## src/rtl/booth_mult_sched.sv

```systemverilog
// Sequential radix-2 Booth multiplier shared by NREQ requesters via round-robin.
// Optional macro BOOTH_EARLY_DONE_EN: finish early once the remaining Booth steps are no-ops.
module booth_mult_sched #(
    parameter int WIDTH = 4,
    parameter int NREQ  = 2,
    localparam int IDW  = (NREQ > 1) ? $clog2(NREQ) : 1
) (
    input  logic                    clk,
    input  logic                    rst_n,
    input  logic [NREQ-1:0]         req_valid,
    output logic [NREQ-1:0]         req_ready,
    input  logic [NREQ*WIDTH-1:0]   req_a,
    input  logic [NREQ*WIDTH-1:0]   req_b,
    output logic                    rsp_valid,
    input  logic                    rsp_ready,
    output logic [IDW-1:0]          rsp_id,
    output logic [2*WIDTH-1:0]      rsp_product,
    output logic                    busy
);

    localparam int CW = $clog2(WIDTH + 1);

    typedef enum logic [1:0] {IDLE, RUN, DONE} state_t;

    state_t               state;
    logic [IDW-1:0]       rr_ptr;
    logic [IDW-1:0]       grant;
    logic [IDW-1:0]       grant_nx;
    logic                 found;
    logic [IDW:0]         idx;
    logic [WIDTH-1:0]     m;
    logic [WIDTH-1:0]     q;
    logic                 q_1;
    logic [WIDTH:0]       hi;
    logic [WIDTH:0]       mext;
    logic [WIDTH:0]       sum;
    logic [WIDTH:0]       hi_nx;
    logic [WIDTH-1:0]     q_nx;
    logic [CW-1:0]        cnt;
    logic                 last;
    logic [2*WIDTH-1:0]   prod_nx;

    // Round-robin search: first valid requester at or after rr_ptr, with wrap
    always_comb begin
        found = 1'b0;
        grant = '0;
        idx   = '0;
        for (int k = 0; k < NREQ; k++) begin
            idx = {1'b0, rr_ptr} + (IDW+1)'(k);
            if (idx >= (IDW+1)'(NREQ)) begin
                idx = idx - (IDW+1)'(NREQ);
            end
            if (!found && req_valid[idx[IDW-1:0]]) begin
                found = 1'b1;
                grant = idx[IDW-1:0];
            end
        end
        grant_nx = (grant == IDW'(NREQ - 1)) ? '0 : grant + 1'b1;
    end

    // Accept strobe only while idle and out of reset
    always_comb begin
        req_ready = '0;
        if (rst_n && state == IDLE && found) begin
            req_ready[grant] = 1'b1;
        end
    end

    // One Booth add/subtract followed by the arithmetic shift of {HI,Q,q_1}
    always_comb begin
        mext = {m[WIDTH-1], m};
        unique case ({q[0], q_1})
            2'b10:   sum = hi - mext;
            2'b01:   sum = hi + mext;
            default: sum = hi;
        endcase
        hi_nx = {sum[WIDTH], sum[WIDTH:1]};
        q_nx  = {sum[0], q[WIDTH-1:1]};
    end

`ifdef BOOTH_EARLY_DONE_EN
    logic [CW-1:0]            rem;
    logic signed [2*WIDTH:0]  wide;

    // Stop once the unexamined multiplier bits can only produce no-op steps
    always_comb begin
        rem  = CW'(WIDTH - 1) - cnt;
        last = 1'b1;
        for (int j = 0; j < WIDTH; j++) begin
            if (CW'(j) <= rem && q[j] != q[0]) begin
                last = 1'b0;
            end
        end
        wide    = $signed({hi_nx, q_nx}) >>> rem;
        prod_nx = (2*WIDTH)'(wide);
    end
`else
    // Fixed WIDTH iterations
    always_comb begin
        last    = (cnt == CW'(WIDTH - 1));
        prod_nx = {hi_nx[WIDTH-1:0], q_nx};
    end
`endif

    // Control FSM and datapath registers
    always_ff @(posedge clk or negedge rst_n) begin
        if (!rst_n) begin
            state       <= IDLE;
            rr_ptr      <= '0;
            rsp_valid   <= 1'b0;
            rsp_id      <= '0;
            rsp_product <= '0;
            busy        <= 1'b0;
            m           <= '0;
            q           <= '0;
            q_1         <= 1'b0;
            hi          <= '0;
            cnt         <= '0;
        end else begin
            unique case (state)
                IDLE: begin
                    if (found) begin
                        m      <= req_b[int'(grant)*WIDTH +: WIDTH];
                        q      <= req_a[int'(grant)*WIDTH +: WIDTH];
                        hi     <= '0;
                        q_1    <= 1'b0;
                        cnt    <= '0;
                        rsp_id <= grant;
                        rr_ptr <= grant_nx;
                        busy   <= 1'b1;
                        state  <= RUN;
                    end
                end
                RUN: begin
                    hi  <= hi_nx;
                    q   <= q_nx;
                    q_1 <= q[0];
                    cnt <= cnt + 1'b1;
                    if (last) begin
                        rsp_product <= prod_nx;
                        rsp_valid   <= 1'b1;
                        state       <= DONE;
                    end
                end
                DONE: begin
                    if (rsp_ready) begin
                        rsp_valid <= 1'b0;
                        busy      <= 1'b0;
                        state     <= IDLE;
                    end
                end
                default: state <= IDLE;
            endcase
        end
    end

endmodule
```

## config.mk

```make
export PLATFORM = sky130hd
export DESIGN_NAME = booth_mult_sched
export DESIGN_NICKNAME = d
export VERILOG_FILES = /design/src/rtl/booth_mult_sched.sv
export SDC_FILE = /design/constraint.sdc
export NUM_CORES = 1
export LEC_CHECK = 0
export CAP_MARGIN = 20
export CORE_UTILIZATION = 51
export DETAILED_ROUTE_END_ITERATION = 10
export GPL_TIMING_DRIVEN = 0
export PLACE_DENSITY_LB_ADDON = 0.1
export SYNTH_ARGS = -nofsm -noshare
export SYNTH_HDL_FRONTEND = slang
export SYNTH_SLANG_ARGS = --single-unit
```

## constraint.sdc

```tcl
create_clock -name clk -period 6.41 [get_ports clk]
set_clock_uncertainty 0.1 [all_clocks]
set_input_delay 1.923 -clock clk [delete_from_list [all_inputs] [get_ports clk]]
set_output_delay 1.923 -clock clk [all_outputs]
set_load 0.01 [all_outputs]
```

Word-level counts from Yosys, hierarchy flattened
Index checks and enable logic that the tools add are counted.
- add/sub/neg operators: 7
- $lt $le $gt $ge: 6
- equal/unequal tests: 8
- shifts and indexed selects: 2
- multiplexer cells: 32
- reductions and logical operators: 15
- operator list (operator ; count):
    case mux 5 bit (2 select lines) ; 2
    2-to-1 mux 1 bit ; 16
    variable part select 8 x 4 -> 4 bit ; 2
    AND reduction 3 bit ; 3
    2-to-1 mux 2 bit ; 4
    case mux 4 bit (2 select lines) ; 1
    less-than comparator 1 x 2 -> 1 bit, second input constant ; 3
    inequality test 2 bit, second input constant ; 3
    case mux 1 bit (2 select lines) ; 3
    case mux 2 bit (3 select lines) ; 1
    case mux 3 bit (2 select lines) ; 1
    AND reduction 2 bit ; 3
    nonzero test 2 bit ; 3
    adder 5 bit ; 1
    2-to-1 mux 5 bit ; 1
    subtractor 5 bit ; 1
    == test 2 x 1 -> 1 bit, second input constant ; 2
    == test 2 bit, second input constant ; 2
    logical AND 1 bit ; 4
    2-to-1 mux 4 bit ; 1
    adder 3 x 1 -> 3 bit, second input constant ; 1
    == test 3 x 2 -> 1 bit, second input constant ; 1
    2-to-1 mux 3 bit ; 1
    adder 1 x 1 -> 2 bit, second input constant ; 1
    other kinds (8) ; 9
- bits in registers: 31
- bits of input ports: 21
- output and inout bits: 13
- logic and storage cells: 81

Logic depth before layout (Yosys ltp)
- word-level depth: 13
- mapped depth: 10
- depth with buffers taken out: 10

Worst setup path before layout
OpenSTA, ideal clock, no wires.
- kind: input -> output
- start: input port req_valid[0]
- end: output port req_ready[0]
- arrival time: 2.660 ns
- required time: 4.387 ns
- path slack: 1.727 ns
- stages: 4
- buffers on the path: 1
- cells stage by stage: inv_1 > o21ai_0 > buf_2 > and3_1
- longest elaborated chain between the ends: 11
- elaborated cells between the ends (all ways): 17
- those cells by class: order compare: 2; mux: 11; reduce/logical: 4
- ends and longest elaborated chain (element ; line ; source):
    start, declared ; 10 ; input logic [NREQ-1:0] req_valid,
    2-to-1 mux 1 bit (implied by the code) (2 in a row) ; 53 ; if (!found && req_valid[idx[IDW-1:0]]) begin
    2-to-1 mux 1 bit ; 53 ;
    zero test 1 bit ; 53 ;
    logical AND 1 bit ; 53 ;
    2-to-1 mux 1 bit ; 53 ;
    less-than comparator 1 x 2 -> 1 bit (implied by the code) or >= comparator 1 bit (tied branches) ; 65 ; req_ready[grant] = 1'b1;
    logical AND 1 bit (implied by the code) ; 65 ;
    2-to-1 mux 1 bit (implied by the code) ; 65 ;
    demux 1 bit (select 1 bit) ; 65 ;
    2-to-1 mux 2 bit * ; 64 ; if (rst_n && state == IDLE && found) begin
    end, declared ; 11 ; output logic [NREQ-1:0] req_ready,
Mark *: on every way between the ends. The rest lies on a longest branch, timed or not. The select of a mux whose other input is x is not followed.

Worst setup path after layout
Same ends and word-level chain as after synthesis.

==> impl_results.md <==
- Post-cts sizing count: 0
- #FFs+latches synth: 30
- Main synth FF type: dfrtp_1
- Avg Cell Area, Syn: slightly below 10 sq um
- Logic depth of the worst path, buffers included: 6
- Failing checks: design-rule violations
- Die Wd: about 58 um
- Post-synthesis sequential area ratio: 0.474
- Clk_lat worst skew: 0.33 ns
- EDFF count, synth: 0
- PwrDens: 540 nW/um^2
- R2R cell count: 9
- Worst hold slack: 0.387 ns
- WHS Path Cells: 2
- Placed inst area: 1980 sq um
- Routed wl met2: ~1.6 mm
- DR top layer: met4
- Relative slew slack: 0.534
- Detailed router's first-iteration violation count: 33
- Minimum clock period after layout: 5.80 ns
- Synth-to-layout area growth: 32.0%
- Post-synthesis instance area: 1590 sq um
- Row count: 19
- Share of cells above drive strength 1: 0.0882
- Critical path's top delay family: buffers and inverters
- Initial Util: 0.556
- Place WS: 0.577 ns
- IO Pins: 34
- Setup bufs post-CTS: 0
- Max Fanout on Critical Path: 10
- Clock slew at reported path FFs: ~0.09 ns
- Max incr delay on CP: 0.53 ns
- Via count: 1320
- Core region area: between 2000 and 3000 sq um
- Crit-path slowest cell: clkdlybuf4s50_1
- Clock net sink count: 30
- FMAX: around 170 MHz
- R2R setup slack: 3.74 ns
- Synth cell types: 28
- CP endpoint kind: output port
- Largest net degree at the start of global routing: 20
- Clk Tree Root Cell: clkbuf_4
- Post-synth top area share: 0.474
- CTS tree: done
- FFs w/ async S/R, synth: 1.00
- Final HPWL DP: 2.34 mm
- Cell area after layout: 2090 sq um
- Min-Delay Endpoint: rsp_product[6]$_DFFE_PN0P_
- Wl on met1: between 1 and 1.5 mm
- Kind of critical path: in -> out
- Final setup fails: 0
- Cell taking the most area after synthesis: dfrtp_1
- Drt first pass iters: 9
- GRT Total Usage: 0.219
- Die ar.: 3340 sq um
- Most numerous cell on the critical path: clkdlybuf4s50_1
- TritonCTS Buffers: 5
- Synth Instances: 162
- CTS Hold Bufs: 0
- Max Slew Vio Count: 0
- Max cap viols: 0
- Buffers & Inverters on Critical Path: 4
- Worst Path Required: 4.39 ns
- Grt ovf: 0
- Die H: ~58 um
- Critical Path Start Type: input port
- Crit Reg-Reg Startpoint: q[0]$_DFFE_PN0P_
- FF-to-FF End: hi[3]$_DFFE_PN0P_
- Port bufs: 33
- P_leak: 0.988 nW
- Antenna Cells: 0
- WL/cell: 13.5 um
- Initial antenna violation count: 0
- Final #Nets: approximately 230
- Count leader, synth: dfrtp_1
- Synth warn: 0
- Final worst-path cycle share: 0.904
- Vias in the first global route: between 1000 and 1500
- Worst Path Arrival: approximately 3.8 ns
- Syn Nets: 193
- Clock Path Buffers: 2
- Final Hold Vio Count: 0
- RSZ-0062 raised after global routing: false
- Final WL: 3.18 mm
- First-pass GRT wire length: 5.55 mm
- Worst-Margin Slew: roughly 0.70 ns
- Peak supply drop: about 0.00028 V
- Cell Chain, Critical Path: clkdlybuf4s50_1, inv_1, o21ai_0, buf_2, and3_1, clkdlybuf4s50_1
- Antenna viol nets, final: 0
- Worst hold path type: reg -> reg
- Final WS setup: 0.613 ns
- Synth cell count leaders: dfrtp_1 (30), o21ai_0 (24), nand2_1 (20), nor2_1 (13), mux2i_1 (11)
- Remaining DRCs: 1
- HP Start: rsp_product[6]$_DFFE_PN0P_
- # H-tree levels: 2
- Post-Layout Cell Count: between 200 and 250
- Cell total after placement: between 200 and 250
- Final setup TNS: 0 ns
- Via density: 5.62
- Met3 wire length: 189 um
- Top cells by area, synth: dfrtp_1 (47%), o21ai_0 (7.6%), ha_1 (7.1%), mux2i_1 (6.9%), nand2_1 (4.7%)
- Global placement routability congestion: 0.815
- Status: complete, but fails checks
==> flip-flops by register name, indices dropped and copies added, names as in the netlist <==
register and count:
rsp_product 8, hi 4, m 4, q 4
cnt 3, state 2, busy 1, q_1 1
rr_ptr 1, rsp_id 1, rsp_valid 1
==> worst max path at each step <==
stage | from | to
after CTS | rst_n | req_ready[0]
after floorplan | req_valid[0] | req_ready[0]
after detailed placement | rst_n | req_ready[0]
after global routing | rst_n | req_ready[1]
final | req_valid[0] | req_ready[0]
after global placement | rst_n | req_ready[0]
==> layout make-up <==
cell class / instances / area [sq um]
multi-input combinational: 119 / 782
fill: 231 / 759
sequential: 30 / 751
tap: 31 / 38.8
inverter: 6 / 22.5
buffer: 7 / 30.0
clock buffer: 6 / 51.3
timing repair buffer: 34 / 358
clock inverter: 2 / 60.1
==> worst reg2reg max path: cells and delay by family, from the launching register on <==
family	cells	cell delay (ns)
and+or+nand+nor	2	0.51
AOI/OAI and AO/OA	2	0.34
muxes	1	0.39
DFF	1	0.39
buffers and inverters	1	0.07
adders and majority gates	2	0.69
xor gates and xnor gates	1	0.13
==> stage by stage <==
| stage | utilization | total power [mW] |
|---|---|---|
| floorplan | - | 0.750 |
| global placement | 0.685 | 0.902 |
| detailed placement | 0.695 | 0.930 |
| CTS | 0.734 | 1.14 |
| global route | 0.734 | 1.22 |
| finish | 0.734 | 1.13 |
==> layer usage <==
layer | GRT usage | up-vias
met2 | 0.402 | 46
met3 | 0.0625 | 4
li1 | - | 643
met5 | 0 | -
met4 | 0.0646 | 0
met1 | 0.248 | 627
==> cells by family after synthesis <==
logic type / synth area share
flip-flops: 0.474
adder cells (fa/ha/maj): 0.0837
AND/OR/NAND/NOR: 0.137
AO/OA/AOI/OAI: 0.148
multiplexers: 0.0979
buffers and inverters: 0.0331
XOR/XNOR: 0.0276
==> placed cells by master, fill, tap and decap left out, types with 5 or more instances in the layout <==
| master | synthesis | routed |
|---|---|---|
| nand2_1 | 20 | 20 |
| dfrtp_1 | 30 | 30 |
| nand3_1 | 6 | 6 |
| nor2_1 | 13 | 13 |
| inv_1 | 6 | 6 |
| mux2i_1 | 11 | 11 |
| clkdlybuf4s50_1 | 0 | 33 |
| ha_1 | 9 | 9 |
| clkbuf_4 | 0 | 5 |
| o21ai_0 | 24 | 24 |
==> where the power goes <==
group,switching [mW],internal (mW)
registers,0.0668,0.277
logic,0.312,0.276
clock network,0.0670,0.132
total,0.446,0.685
No activity file was read; power rests on OpenSTA's default activity.
